--- config.mk ---
export PLATFORM = sky130hd
export DESIGN_NAME = bist_signature_engine
export DESIGN_NICKNAME = d
export VERILOG_FILES = /design/src/rtl/bist_signature_engine.sv
export SDC_FILE = /design/constraint.sdc
export NUM_CORES = 1
export LEC_CHECK = 0
export ABC_AREA = 0
export BUFFER_PORTS_ARGS = -buffer_cell sky130_fd_sc_hd__buf_2
export CORE_MARGIN = 5
export CORE_UTILIZATION = 40
export DETAILED_ROUTE_END_ITERATION = 8
export HOLD_SLACK_MARGIN = 0.06
export PLACE_DENSITY = 0.66
export SLEW_MARGIN = 20
export SYNTH_ARGS = -nofsm -noshare
export SYNTH_HDL_FRONTEND = slang
export SYNTH_SLANG_ARGS = --single-unit
--- constraint.sdc ---
create_clock -name clk -period 4.1 [get_ports clk]
set_clock_uncertainty 0.2 [all_clocks]
set_input_delay 0.205 -clock clk [delete_from_list [all_inputs] [get_ports clk]]
set_output_delay 0.205 -clock clk [all_outputs]
set_load 0.03 [all_outputs]
--- src/rtl/bist_signature_engine.sv ---
// BIST harness: LFSR pattern generator feeding an external CUT, MISR response compaction,
// and a golden-signature comparison at the end of each run.
module bist_signature_engine #(
  parameter int unsigned N_IN     = 21,
  parameter int unsigned N_OUT    = 26,
  parameter logic [N_IN-1:0]  LFSR_POLY = N_IN'(21'h000005),
  parameter logic [N_OUT-1:0] MISR_POLY = N_OUT'(26'h0000047),
  parameter int unsigned RESP_LAT = 1,
  parameter int unsigned CNT_W    = 16
) (
  input  logic             clk,
  input  logic             rst_n,
  input  logic             start,
  input  logic             abort,
  input  logic [CNT_W-1:0] num_patterns,
  input  logic [N_IN-1:0]  seed,
  input  logic [N_OUT-1:0] expected,
  output logic [N_IN-1:0]  pat_out,
  output logic             pat_valid,
  input  logic [N_OUT-1:0] resp_in,
  output logic             busy,
  output logic             done,
  output logic [N_OUT-1:0] signature,
  output logic             pass
);

  localparam int unsigned PIPE_W  = (RESP_LAT > 0) ? RESP_LAT : 1;
  localparam int unsigned DRAIN_W = 4;

  typedef enum logic [1:0] {StIdle, StRun, StDrain, StDone} state_e;

  state_e             state_q, state_d;
  logic [N_IN-1:0]    lfsr_q, lfsr_d;
  logic [N_OUT-1:0]   misr_q, misr_d;
  logic [CNT_W-1:0]   cnt_q, cnt_d;
  logic [DRAIN_W-1:0] drain_q, drain_d;
  logic [PIPE_W-1:0]  vpipe_q, vpipe_d;
  logic               pass_q, pass_d;
  logic               resp_valid;
  logic [N_IN-1:0]    lfsr_step;
  logic [N_OUT-1:0]   misr_step;

  assign pat_valid = (state_q == StRun);
  assign pat_out   = pat_valid ? lfsr_q : '0;
  assign busy      = (state_q != StIdle);
  assign done      = (state_q == StDone);
  assign signature = misr_q;
  // The final MISR value is already registered in DONE, so pass is valid during the pulse itself.
  assign pass      = done ? (misr_q == expected) : pass_q;

  assign resp_valid = (RESP_LAT == 0) ? pat_valid : vpipe_q[PIPE_W-1];

  assign lfsr_step = {lfsr_q[N_IN-2:0], 1'b0} ^ (lfsr_q[N_IN-1] ? LFSR_POLY : '0);
  assign misr_step = {misr_q[N_OUT-2:0], 1'b0} ^ (misr_q[N_OUT-1] ? MISR_POLY : '0) ^ resp_in;

  always_comb begin
    state_d = state_q;
    lfsr_d  = lfsr_q;
    misr_d  = resp_valid ? misr_step : misr_q;
    cnt_d   = cnt_q;
    drain_d = drain_q;
    pass_d  = pass_q;
    vpipe_d = vpipe_q << 1;
    vpipe_d[0] = pat_valid;

    unique case (state_q)
      StIdle: begin
        if (start) begin
          misr_d = '0;
          pass_d = 1'b0;
          if (num_patterns != '0) begin
            lfsr_d  = (seed == '0) ? '1 : seed;
            cnt_d   = num_patterns;
            state_d = StRun;
          end else begin
            state_d = StDone;
          end
        end
      end
      StRun: begin
        lfsr_d = lfsr_step;
        cnt_d  = cnt_q - CNT_W'(1);
        if (cnt_q == CNT_W'(1)) begin
          if (RESP_LAT == 0) begin
            state_d = StDone;
          end else begin
            state_d = StDrain;
            drain_d = DRAIN_W'(RESP_LAT - 1);
          end
        end
      end
      StDrain: begin
        if (drain_q == '0) state_d = StDone;
        else               drain_d = drain_q - DRAIN_W'(1);
      end
      StDone: begin
        pass_d  = (misr_q == expected);
        state_d = StIdle;
      end
      default: state_d = StIdle;
    endcase

    // Abort overrides everything, including a coincident start in IDLE.
    if (abort) begin
      state_d = StIdle;
      misr_d  = misr_q;
      pass_d  = 1'b0;
      vpipe_d = '0;
    end
  end

  always_ff @(posedge clk or negedge rst_n) begin
    if (!rst_n) begin
      state_q <= StIdle;
      lfsr_q  <= '0;
      misr_q  <= '0;
      cnt_q   <= '0;
      drain_q <= '0;
      vpipe_q <= '0;
      pass_q  <= 1'b0;
    end else begin
      state_q <= state_d;
      lfsr_q  <= lfsr_d;
      misr_q  <= misr_d;
      cnt_q   <= cnt_d;
      drain_q <= drain_d;
      vpipe_q <= vpipe_d;
      pass_q  <= pass_d;
    end
  end

endmodule
## Word level (Yosys, flattened, before mapping)

Index checks and enable logic that the tools add are counted.

| storage, ports and cells | value |
|---|---|
| register bits after elaboration | 71 |
| input port bits | 93 |
| output and inout bits | 51 |
| logic and storage cells | 63 |

| cells by class | value |
|---|---|
| $add $sub $neg | 2 |
| eq/ne operators | 12 |
| multiplexer cells | 27 |
| bitwise operators | 3 |
| reductions and logical operators | 12 |

Operators by type and width:

| kind | count |
|---|---|
| $mux 21 | 4 |
| $mux 26 | 3 |
| $pmux 21 s2 | 1 |
| $mux 16 | 2 |
| $pmux 16 s2 | 1 |
| $eq 26x26->1 | 1 |
| $xor 26x26->26 | 1 |
| $xor 26x7->26 | 1 |
| $logic_not 21->1 | 1 |
| $xor 21x3->21 | 1 |
| $eq 16x1->1 const B | 1 |
| $reduce_bool 16->1 | 1 |
| $sub 16x1->16 const B | 1 |
| $mux 2 | 5 |
| $reduce_and 3->1 | 3 |
| $mux 4 | 2 |
| $pmux 2 s4 | 1 |
| $pmux 4 s2 | 1 |
| $mux 7 | 1 |
| $ne 2x2->1 const B | 3 |
| $ne 3x3->1 const B | 2 |
| $reduce_bool 2->1 | 3 |
| $eq 2x2->1 const B | 2 |
| $logic_not 4->1 | 1 |
| other kinds (10) | 13 |

## Logic depth before layout (Yosys ltp)

| logic depth | value |
|---|---|
| word-level depth | 6 |
| gate-level depth with buffers | 10 |
| mapped depth without buffers | 7 |

## Worst setup path after synthesis

Ideal clock, no wire load.

| timing path | value |
|---|---|
| path type | register to register |
| start | register state_q[1] |
| end | register lfsr_q[19] |
| setup time | 82 ps |
| arrival time | 2253 ps |
| required time | 3818 ps |
| path slack | 1566 ps |
| stages on the path, launching flop included | 11 |
| buffers on the path | 3 |
| path through | dfrtp_1 -> inv_1 -> ha_1 -> clkbuf_1 -> inv_1 -> o21ai_0 -> o21a_1 -> buf_2 -> buf_1 -> nor2_1 -> a31oi_1 |

| between the ends | value |
|---|---|
| longest elaborated chain between the ends | 3 |

RTL lines:

| item | line | text |
|---|---|---|
| start, declared | 32 | `state_e state_q, state_d;` |
| start signal, assigned | 114 | `state_q <= StIdle;` |
| start signal, assigned | 122 | `state_q <= state_d;` |
| $eq 2x1->1 (*) | -- |  |
| via pat_valid | 19 | `output logic pat_valid,` |
| $reduce_bool 2->1 (no source line) | -- |  |
| $reduce_and 3->1 (no source line) | -- |  |
| end signal, assigned | 123 | `lfsr_q <= lfsr_d;` |
| end, declared | 33 | `logic [N_IN-1:0] lfsr_q, lfsr_d;` |

The timed path passes the listed nets; every way through them passes the cells marked *.
A chain may end at the register's enable or synchronous reset.

## Worst setup path after layout

| timing path | value |
|---|---|
| start | register state_q[1] |
| end | register cnt_q[9] |

| between the ends | value |
|---|---|
| longest elaborated chain between the ends | 3 |

RTL lines:

| item | line | text |
|---|---|---|
| $logic_not 2->1 or $eq 2x1->1 (tied branches) | 66 | `unique case (state_q)` |
| $ne 2x2->1 (no source line) or $reduce_bool 2->1 (tied branches) | -- |  |
| $reduce_and 3->1 (no source line) | -- |  |
| end signal, assigned | 125 | `cnt_q <= cnt_d;` |
| end, declared | 35 | `logic [CNT_W-1:0] cnt_q, cnt_d;` |

Several ways; a longest one is shown, not always the timed one.

==> load_flow_metrics.sql <==
INSERT INTO impl_metrics (metric_group, metric, value, unit) VALUES
('floorplanning', 'die_width', '112', 'um'),
('synthesis', 'synthArstFlopShare', '100', '%'),
('flow_run', 'maxCapViolations', '0', ''),
('clock_tree', 'cts-htree-levels', '3', ''),
('clock_tree', 'clock_insertion_delay_worst_skew', '0.33', 'ns'),
('global_route', 'maximum_number_of_pins_on_one_net_before_global_route_repair', '58', ''),
('worst_setup_path', 'worst-r2r-setup-slack', '1.32', 'ns'),
('finish', 'finalCoreUtilization', '56.5', '%'),
('worst_setup_path', 'criticalPathCategory', 'flop to flop', ''),
('global_route', 'grtUsageTotal', '19.8', '%'),
('synthesis', 'mapped_cell_area', '0.00419', 'mm^2'),
('finish', 'final_cell_mix', 'sky130_fd_sc_hd__buf_2 (143), sky130_fd_sc_hd__dfrtp_1 (71), sky130_fd_sc_hd__nor2_1 (64)', ''),
('timing', 'fin_hold_ws', '0.0700', 'ns'),
('finish', 'layout.nets', '760', ''),
('placement', 'gp_congestion', '0.822', ''),
('global_route', 'grt_pass1_vias', '4299', ''),
('timing', 'fin_crit', '2.78', 'ns'),
('worst_setup_path', 'cpPeakStageDelay', '0.44', 'ns'),
('timing', 'finalHoldViolations', '0', ''),
('worst_setup_path', 'cpMaxStageDelayCell', 'sky130_fd_sc_hd__buf_4', ''),
('finish', 'syn_to_final_growth', '38.7', '%'),
('worst_setup_path', 'worstPathArrival', '2.78', 'ns'),
('worst_hold_path', 'timing.hold.worst_path_depth', '4', ''),
('worst_setup_path', 'crit_required', '4.10', 'ns'),
('timing', 'finalCritPeriodShare', '67.9', '%'),
('synthesis', 'synthesized_area_per_cell', '8.96', 'um^2'),
('clock_tree', 'cts.reportedPaths.clkPinSlew', '0.08', 'ns'),
('worst_setup_path', 'timing.critical_path.cells', 'inv_1 -> ha_1 -> buf_4 -> inv_1 -> o21ai_0 -> o21a_1 -> buf_4 -> nand2_1 -> o2bb2ai_1', ''),
('global_route', 'overflow', '0', ''),
('finish', 'layout.cells.most_common', 'sky130_fd_sc_hd__buf_2', ''),
('route', 'drt-total-wl', '12600', 'um'),
('route', 'dr_total_vias', '4180', ''),
('worst_setup_path', 'crit_path_max_fanout', '57', ''),
('route', 'viasPerCell', '5.23', ''),
('worst_setup_path', 'worst-r2r-cell-count', '9', ''),
('route', 'antenna_violating_nets_post_route', '0', ''),
('timing', 'tightest_slew', '1.00', 'ns'),
('floorplanning', 'top_level_ports', '144', ''),
('worst_setup_path', 'timing.critical_path.to_type', 'flop', ''),
('synthesis', 'ys_warn_count', '0', ''),
('floorplanning', 'dieArea', '0.0126', 'mm^2'),
('power', 'cellPowerDensity', '701', 'mW/mm^2'),
('floorplanning', 'placeableCoreArea', '0.0103', 'mm^2'),
('clock_tree', 'clk_root_buffer_cell', 'sky130_fd_sc_hd__clkbuf_8', ''),
('worst_setup_path', 'rr_endpoint', 'cnt_q[9]', ''),
('worst_hold_path', 'hold_class', 'input port to flop', ''),
('synthesis', 'synth-edff-count', '0', ''),
('floorplanning', 'vert_die_dim', '112', 'um'),
('clock_tree', 'cts_tree', 'built', ''),
('global_route', 'grt_first_pass_wirelength', '20800', 'um'),
('finish', 'antennaDiodeCount', '0', ''),
('timing', 'slew_headroom', '33.0', '%'),
('placement', 'io_buffers', '143', ''),
('placement', 'dp_hpwl', '8580', 'um'),
('route', 'firstDrtPassIters', '4', ''),
('floorplanning', 'floorplan.rows', '37', ''),
('finish', 'filler_cell_count', '923', ''),
('synthesis', 'synth_cell_type_count', '50', ''),
('global_route', 'grt_antenna_before_repair', '0', ''),
('worst_setup_path', 'setup.worst_path.start_class', 'flop', ''),
('timing', 'timing.setup.tns', '0', 'ns'),
('finish', 'post_route_cells_drive_above_1_share', '26.2', '%'),
('clock_tree', 'clock-sinks', '71', ''),
('status', 'run_status', 'finished, final reports clean', ''),
('synthesis', 'synth-seq-area-share', '42.5', '%'),
('synthesis', 'postSynthNetCount', '568', ''),
('clock_tree', 'post-cts-setup-buffer-count', '0', ''),
('worst_setup_path', 'timing.rr.start', 'state_q[1]', ''),
('clock_tree', 'cts_max_path_buffers', '2', ''),
('power', 'ir_worst_vdd', '387', 'uV'),
('route', 'routed_wl_per_cell', '15.7', 'um');
sequential cells by signal, indices dropped and copies added (netlist names):
| register | count |
|---|---|
| cnt_q | 16 |
| signature | 26 |
| state_q | 2 |
| lfsr_q | 21 |
| resp_valid | 1 |
| drain_q | 4 |
| pass_q | 1 |
cell usage after synthesis (3+ instances only):
cell	instances	area share [%]
sky130_fd_sc_hd__dfrtp_1	71	42
sky130_fd_sc_hd__nor2_1	64	5.7
sky130_fd_sc_hd__xnor2_1	53	11
sky130_fd_sc_hd__a21oi_1	46	5.5
sky130_fd_sc_hd__a211oi_1	25	4.5
sky130_fd_sc_hd__clkbuf_1	23	2.1
sky130_fd_sc_hd__a31oi_1	22	3.3
sky130_fd_sc_hd__and2_1	21	3.1
sky130_fd_sc_hd__o21ai_0	21	2.5
sky130_fd_sc_hd__inv_1	12	1.1
sky130_fd_sc_hd__nand2_1	12	1.1
sky130_fd_sc_hd__nand4_1	11	1.6
sky130_fd_sc_hd__nor4_1	10	1.5
sky130_fd_sc_hd__ha_1	8	2.4
sky130_fd_sc_hd__nor3_1	7	0.84
sky130_fd_sc_hd__nand3_1	5	0.60
sky130_fd_sc_hd__or4_1	5	0.90
sky130_fd_sc_hd__a32o_1	3	0.72
sky130_fd_sc_hd__buf_1	3	0.27
sky130_fd_sc_hd__nand2b_1	3	0.45
sky130_fd_sc_hd__o22ai_1	3	0.45
sky130_fd_sc_hd__or3_1	3	0.45
sky130_fd_sc_hd__xor2_1	3	0.63
logic make-up (layout without fill, tap and decap cells):
family	after synthesis	count (layout)	synth area share, %
simple gates	155	155	19.0
compound gates	136	136	20.4
flops	71	71	42.5
xor+xnor	56	56	11.7
buf+inv	40	237	3.80
fa+ha+maj	8	8	2.39
mux	1	1	0.239
worst max path at each step:
stage                    start    endpoint  slack (ns)
floorplan           state_q[1]  lfsr_q[19]        1.57
global placement    state_q[1]    cnt_q[9]        1.47
detailed placement  state_q[1]    cnt_q[9]        1.35
CTS                 state_q[1]    cnt_q[9]        1.32
global route        state_q[1]    cnt_q[9]        0.99
finish              state_q[1]    cnt_q[9]        1.32
power breakdown:
| group | internal (mW) | total [mW] | switching [mW] | leakage, nW |
|---|---|---|---|---|
| combinational | 0.833 | 2.19 | 1.36 | 1.54 |
| sequential | 1.01 | 1.33 | 0.318 | 0.870 |
| clock | 0.270 | 0.551 | 0.281 | 0.0946 |
| total | 2.11 | 4.07 | 1.96 | 2.50 |
layout make-up:
type                            count  area (um^2)  share of cell area (%)
Multi-Input combinational cell    356         2260                    38.9
Inverter                           12         45.0                   0.776
Sequential cell                    71         1780                    30.6
Clock inverter                      4         28.8                   0.496
Timing Repair Buffer              209         1360                    23.5
Clock buffer                       12          165                    2.84
Tap cell                          136          170                    2.93
per-stage QoR:
step           std cells  worst slack (ns)  instance area [um^2]  total power, mW
2_1_floorplan        467              1.57                  4190             2.89
3_3_place_gp         723              1.47                  5000             3.42
3_5_place_dp         723              1.35                  5000             3.48
4_1_cts              800              1.32                  5810             4.08
5_1_grt              800             0.989                  5810             4.40
6_report             800              1.32                  5810             4.07
critical path, delay by kind of cell, from the launching register on:
| family | cells | cell delay, ns |
|---|---|---|
| buffers and inverters | 4 | 1.09 |
| AO/OA/AOI/OAI | 3 | 0.62 |
| flip-flops | 1 | 0.40 |
| adder cells (fa/ha/maj) | 1 | 0.21 |
| AND/OR/NAND/NOR | 1 | 0.10 |
per-layer routing:
| metal | wire [um] | track usage [%] | share of wire [%] |
|---|---|---|---|
| met5 | 0 | 0 | 0 |
| met2 | 6240 | 33.6 | 50 |
| met4 | 210 | 5.93 | 1.7 |
| met3 | 556 | 3.13 | 4.4 |
| met1 | 5590 | 26.0 | 44 |
repair_timing:
| action | CTS | global route |
|---|---|---|
| hold endpoints to repair | 95 | 0 |
| setup endpoints to repair | 0 | 0 |
| hold buffers | 61 | 0 |
Note: power is estimated with default switching activity, not from simulation.
